$ cat src/rtl/jtframe_cen_ratio_meter_pkg.sv
// rtl/jtframe_cen_ratio_meter_pkg.sv - shared constants and helpers for the cen ratio meter
package jtframe_cen_meter_pkg;

  // FSM encoding
  localparam logic [1:0] ST_IDLE    = 2'd0;
  localparam logic [1:0] ST_MEASURE = 2'd1;
  localparam logic [1:0] ST_DONE    = 2'd2;

  // Largest gap_max - gap_min spread that still counts as clean
  localparam int JIT_TOL = 1;

  // Increment v and hold at the all-ones value of a w-bit field (w <= 32)
  function automatic logic [31:0] sat_inc(input logic [31:0] v, input int w);
    logic [31:0] ones;
    ones    = (w >= 32) ? 32'hFFFF_FFFF : ((32'd1 << w) - 32'd1);
    sat_inc = (v >= ones) ? ones : v + 32'd1;
  endfunction

endpackage

$ cat src/rtl/jtframe_cen_ratio_meter_gap_tracker.sv
// rtl/jtframe_cen_ratio_meter_gap_tracker.sv - min/max pulse spacing tracker for the cen ratio meter
module jtframe_cen_gap_tracker
  import jtframe_cen_meter_pkg::*;
#(
  parameter int WC = 10
) (
  input  logic          clk,
  input  logic          rst_n,
  input  logic          clear,
  input  logic          cen_q,
  input  logic          en,
  // Outputs already include this cycle's pulse so the caller can capture
  // the final window cycle on the same edge as its own counters.
  output logic [WC-1:0] gap_min,
  output logic [WC-1:0] gap_max,
  output logic          two_seen
);

  logic          seen_q, seen_d;
  logic          two_q,  two_d;
  logic [WC-1:0] gap_q,  gap_d;
  logic [WC-1:0] min_q,  min_d;
  logic [WC-1:0] max_q,  max_d;

  // Gap counter starts at the first pulse; later pulses fold it into min/max
  always_comb begin
    seen_d = seen_q;
    two_d  = two_q;
    gap_d  = gap_q;
    min_d  = min_q;
    max_d  = max_q;
    if (clear) begin
      seen_d = 1'b0;
      two_d  = 1'b0;
      gap_d  = '0;
      min_d  = '0;
      max_d  = '0;
    end else if (en) begin
      if (cen_q) begin
        if (seen_q) begin
          min_d = (!two_q || gap_q < min_q) ? gap_q : min_q;
          max_d = (!two_q || gap_q > max_q) ? gap_q : max_q;
          two_d = 1'b1;
        end
        seen_d = 1'b1;
        gap_d  = WC'(1);
      end else if (seen_q) begin
        gap_d = WC'(sat_inc(32'(gap_q), WC));
      end
    end
  end

  // Tracker state registers
  always_ff @(posedge clk or negedge rst_n) begin
    if (!rst_n) begin
      seen_q <= 1'b0;
      two_q  <= 1'b0;
      gap_q  <= '0;
      min_q  <= '0;
      max_q  <= '0;
    end else begin
      seen_q <= seen_d;
      two_q  <= two_d;
      gap_q  <= gap_d;
      min_q  <= min_d;
      max_q  <= max_d;
    end
  end

  assign gap_min  = min_d;
  assign gap_max  = max_d;
  assign two_seen = two_d;

endmodule

$ cat src/rtl/jtframe_cen_ratio_meter.sv
// rtl/jtframe_cen_ratio_meter.sv - counts cen pulses per m-cycle window; gap tracking under JTFRAME_CEN_METER_GAP_EN
module jtframe_cen_ratio_meter
  import jtframe_cen_meter_pkg::*;
#(
  parameter int WC = 10
) (
  input  logic          clk,
  input  logic          rst_n,
  input  logic          cen,
  input  logic [WC-1:0] m,
  input  logic          start,
  input  logic          cont,
  output logic          busy,
  output logic          valid,
  output logic [WC-1:0] n_meas,
  output logic [WC-1:0] gap_min,
  output logic [WC-1:0] gap_max,
  output logic          jitter_err
);

  logic [1:0]    state_q,  state_d;
  logic [WC-1:0] m_q,      m_d;
  logic [WC-1:0] win_q,    win_d;
  logic [WC-1:0] cnt_q,    cnt_d;
  logic          busy_q,   busy_d;
  logic          valid_q,  valid_d;
  logic [WC-1:0] n_meas_q, n_meas_d;
  logic [WC-1:0] win_nxt;
  logic          last_win;

  // Window counter runs 1..m; the m-th MEASURE cycle is the last one
  assign win_nxt  = win_q + WC'(1);
  assign last_win = (state_q == ST_MEASURE) && (win_nxt == m_q);

  // FSM, window and pulse counting, result capture on the last window cycle
  always_comb begin
    state_d  = state_q;
    m_d      = m_q;
    win_d    = win_q;
    cnt_d    = cnt_q;
    valid_d  = 1'b0;
    n_meas_d = n_meas_q;
    case (state_q)
      ST_IDLE: begin
        if (start && m != '0) begin
          m_d     = m;
          win_d   = '0;
          cnt_d   = '0;
          state_d = ST_MEASURE;
        end
      end
      ST_MEASURE: begin
        win_d = win_nxt;
        cnt_d = cnt_q + WC'(cen);
        if (last_win) begin
          n_meas_d = cnt_d;
          valid_d  = 1'b1;
          state_d  = ST_DONE;
        end
      end
      ST_DONE: begin
        win_d   = '0;
        cnt_d   = '0;
        state_d = cont ? ST_MEASURE : ST_IDLE;
      end
      default: state_d = ST_IDLE;
    endcase
    busy_d = (state_d != ST_IDLE);
  end

  // Main state registers
  always_ff @(posedge clk or negedge rst_n) begin
    if (!rst_n) begin
      state_q  <= ST_IDLE;
      m_q      <= '0;
      win_q    <= '0;
      cnt_q    <= '0;
      busy_q   <= 1'b0;
      valid_q  <= 1'b0;
      n_meas_q <= '0;
    end else begin
      state_q  <= state_d;
      m_q      <= m_d;
      win_q    <= win_d;
      cnt_q    <= cnt_d;
      busy_q   <= busy_d;
      valid_q  <= valid_d;
      n_meas_q <= n_meas_d;
    end
  end

  assign busy   = busy_q;
  assign valid  = valid_q;
  assign n_meas = n_meas_q;

`ifdef JTFRAME_CEN_METER_GAP_EN
  logic [WC-1:0] trk_min, trk_max;
  logic          trk_two;
  logic [WC-1:0] gmin_q, gmin_d;
  logic [WC-1:0] gmax_q, gmax_d;
  logic          jit_q,  jit_d;

  jtframe_cen_gap_tracker #(.WC(WC)) u_gap (
    .clk      (clk),
    .rst_n    (rst_n),
    .clear    (state_q != ST_MEASURE),
    .cen_q    (cen),
    .en       (state_q == ST_MEASURE),
    .gap_min  (trk_min),
    .gap_max  (trk_max),
    .two_seen (trk_two)
  );

  // Gap results follow n_meas; fewer than two pulses reports zeros
  always_comb begin
    gmin_d = gmin_q;
    gmax_d = gmax_q;
    jit_d  = jit_q;
    if (last_win) begin
      gmin_d = trk_two ? trk_min : '0;
      gmax_d = trk_two ? trk_max : '0;
      jit_d  = trk_two && ((trk_max - trk_min) > WC'(JIT_TOL));
    end
  end

  // Gap result registers
  always_ff @(posedge clk or negedge rst_n) begin
    if (!rst_n) begin
      gmin_q <= '0;
      gmax_q <= '0;
      jit_q  <= 1'b0;
    end else begin
      gmin_q <= gmin_d;
      gmax_q <= gmax_d;
      jit_q  <= jit_d;
    end
  end

  assign gap_min    = gmin_q;
  assign gap_max    = gmax_q;
  assign jitter_err = jit_q;
`else
  assign gap_min    = '0;
  assign gap_max    = '0;
  assign jitter_err = 1'b0;
`endif

endmodule

$ cat config.mk
export PLATFORM = sky130hd
export DESIGN_NAME = jtframe_cen_ratio_meter
export DESIGN_NICKNAME = d
export VERILOG_FILES = /design/src/rtl/jtframe_cen_ratio_meter_pkg.sv /design/src/rtl/jtframe_cen_ratio_meter_gap_tracker.sv /design/src/rtl/jtframe_cen_ratio_meter.sv
export SDC_FILE = /design/constraint.sdc
export NUM_CORES = 1
export LEC_CHECK = 0
export ABC_AREA = 1
export ABC_CLOCK_PERIOD_IN_PS = 2400
export CORE_UTILIZATION = 48
export CTS_BUF_LIST = sky130_fd_sc_hd__clkbuf_8
export CTS_CLUSTER_SIZE = 28
export DETAILED_ROUTE_END_ITERATION = 7
export GPL_ROUTABILITY_DRIVEN = 0
export PLACE_DENSITY_LB_ADDON = 0.2
export SETUP_SLACK_MARGIN = 0.2
export SYNTH_ARGS = -nofsm -noshare
export SYNTH_HDL_FRONTEND = slang
export SYNTH_SLANG_ARGS = --single-unit
export TNS_END_PERCENT = 100
$ cat constraint.sdc
create_clock -name clk -period 2.4 [get_ports clk]
set_input_delay 0.36 -clock clk [delete_from_list [all_inputs] [get_ports clk]]
set_output_delay 0.36 -clock clk [all_outputs]
set_load 0.02 [all_outputs]
==> reports/qor.csv <==
stage,metric,value,unit
synth,count of unique library cells instantiated by Yosys,32,
timing,fmax,512,MHz
critical_path,slowest CP cell,dfrtp_1,
grt,vias in the first global route,1678,
grt,Total Routing Usage GR,18.9,%
synth,most common cell in the netlist,nand2_1,
critical_path,"Max FO, Critical Path",20,
clocking,CTS Root Cell,clkbuf_8,
detailed_routing,"wirelength, routed",4530,um
power,leakage,1.37,nW
synth,post-synthesis cell type with the largest combined area,dfrtp_1,
cells_and_area,post-route core utilization,57.3,%
synth,Yosys top cell area share,43.3,%
clocking,CTS Sinks,44,
detailed_routing,DRC Markers,0,
synth,Most used DFF post-synth,dfrtp_1,
timing,Setup TNS Final,0,ps
critical_path,CP endpoint kind,register,
timing,Final Hold Viols,0,
clocking,Clock H-tree levels,2,
synth,synth warn,0,
clocking,Worst-path clk slew,90,ps
cells_and_area,fillcell total,493,
detailed_routing,antenna-violating nets left,0,
clocking,CTS Buf Count,5,
timing,Setup Skew,8.92,ps
grt,first-pass GRT wire length,7840,um
floorplanning,Starting Density,49.8,%
grt,gr ovfl total,0,
timing,Final WS setup,447,ps
cells_and_area,Syn-to-layout area delta,15.2,%
timing,Fin Hold WS,38.3,ps
floorplanning,core area,5110,um2
clocking,Resized cells post-CTS,0,
clocking,CTS max path bufs,2,
synth,synthesized flop and latch total,44,
critical_path,Critical Path AT,2140,ps
critical_path,Reg2Reg Setup Slack,450,ps
critical_path,Setup CP Type,register to register,
critical_path,CP required,2590,ps
cells_and_area,diodes inserted,0,
detailed_routing,DR WL/cell,11.6,um
clocking,CTS tree,yes,
worst_hold_path,Hold WC Path Type,input pin to asynchronous set/reset pin,
detailed_routing,total iterations of the first detailed-routing run,4,
critical_path,"slowest stage delay, CP",420,ps
power,Pwr per Cell Area,908,nW/um2
timing,Final Cycle Share,81.4,%
run_status,outcome,"complete, no violations",
floorplanning,Die H,74.8,um
clocking,Worst-Skew Late Latency,300,ps
synth,Avg Inst Size Synth,8.85,um2
floorplanning,die footprint,5590,um2
clocking,post-CTS setup buffers,0,
clocking,"Hold-fix buffers, CTS",0,
synth,"FFs w/ async S/R, synth",100,%
grt,initial antenna violation count,0,
timing,Final Max Tran Viols,0,
floorplanning,I/O pin total,48,
cells_and_area,layout cell share with drive strength beyond 1,17.4,%
critical_path,critical path startpoint category,register,
synth,Syn Inst Count,287,
critical_path,WP buf/inv,2,
timing,Final min period,1950,ps
timing,"Setup violations, final",0,
grt,largest net degree at the start of global routing,24,
critical_path,Top delay family on crit path,simple AND/OR/NAND/NOR gates,
timing,Worst Tran Pin Value,550,ps
synth,register area share after synthesis,43.3,%
cells_and_area,nets@finish,342,
power,Peak VDD IR,0.578,mV
floorplanning,Die X,74.8,um
critical_path,worst-path cell chain,inv_1 -> ha_1 -> nand2_1 -> nand2_1 -> nand3_1 -> nor2_1 -> nand3_2 -> nor2_2 -> nand3_2 -> nor2_4 -> inv_4 -> nand2_2 -> o21ai_2,
flow_run,Max Cap Viol,0,
place,Port Buf Inserts,26,
place,Detail Placement HPWL,3450,um
floorplanning,FP Rows,26,
detailed_routing,DRT iter0 DRCs,141,
detailed_routing,vias per inst,4.83,
synth,"Cell Area, Synth",2540,um2
place,pre-CTS setup slack,203,ps
power,"Power, Total",0.00266,W
timing,slew margin rel.,63.3,%
synth,Post-synth EDFFs,0,
synth,main area contributors after synthesis,"dfrtp_1, nand2_1, buf_4",
timing,RSZ-0062 raised after global routing,false,
synth,top post-synthesis cells by count,"nand2_1, dfrtp_1, inv_1",
detailed_routing,DR vias,1890,
-- routing by layer --
layer / GRT usage [%] / vias to the layer above / part of all wire [%]
li1: - / 951 / -
met2: 28.2 / 43 / 46
met5: 0 / - / 0
met1: 27.0 / 890 / 49
met3: 4.42 / 6 / 3.2
met4: 6.92 / 0 / 1.4
-- placed cells by master, fill, tap and decap left out, drive strengths merged --
cell / count
nand2: 63
dfrtp: 44
inv: 36
clkdlybuf4s50: 25
nand3: 24
o21ai: 22
conb: 21
nor2: 18
o22ai: 11
xor2: 9
a21oi: 8
buf: 8
ha: 7
clkbuf: 6
mux2: 4
nor4: 3
nand3b: 2
nor3: 2
clkinvlp: 2
xnor3: 1
nand4: 1
xor3: 1
o21bai: 1
o211ai: 1
xnor2: 1
-- power by group --
group,switching (W),internal (W)
sequential,0.000138,0.000926
combinational,0.000635,0.000458
clock,0.000266,0.000233
total,0.00104,0.00162
-- cell type report --
class / count / area [um2] / share of cell area (%)
clock buffers: 6 / 82.6 / 2.82
repair buffers: 33 / 320 / 10.9
inverters: 36 / 138 / 4.70
clock inverters: 2 / 15.0 / 0.513
well taps: 70 / 87.6 / 2.99
multi-input cells: 200 / 1180 / 40.4
flip-flops and latches: 44 / 1100 / 37.6
-- final timing paths --
path / start / end / cells after the start
worst min-delay path: rst_n / m_q[9] / 1
worst max register to register: state_q[1] / n_meas[5] / 13
min in group clk: n_meas[4] / n_meas[4] / 2
max in group asynchronous: rst_n / cnt_q[4] / 2
worst max-delay path: state_q[1] / n_meas[5] / 13
worst min register to register: n_meas[4] / n_meas[4] / 2
-- flip-flops by register name, summed over array words and instances, names as in the netlist --
name and cells:
cnt_q 10, m_q 10, busy 1, valid 1, win_q 10, state_q 2
n_meas 10
-- cells by family after synthesis --
group                      Yosys count  share of synthesized area (%)
DFF                                 44                           43.3
other                                1                          0.148
xor gates and xnor gates            12                           5.27
adders and majority gates            7                           3.45
AOI/OAI and AO/OA                   43                           11.1
muxes                                4                           1.77
buffers and inverters               63                           13.1
and+or+nand+nor                    113                           21.8
-- stage by stage --
| stage | instance area, um2 | instances |
|---|---|---|
| global placement | 2830 | 383 |
| CTS | 2920 | 391 |
| floorplan | 2620 | 307 |
| detailed placement | 2830 | 383 |
| global route | 2930 | 391 |
| finish | 2930 | 391 |
Power figures use the tool's default switching activity.
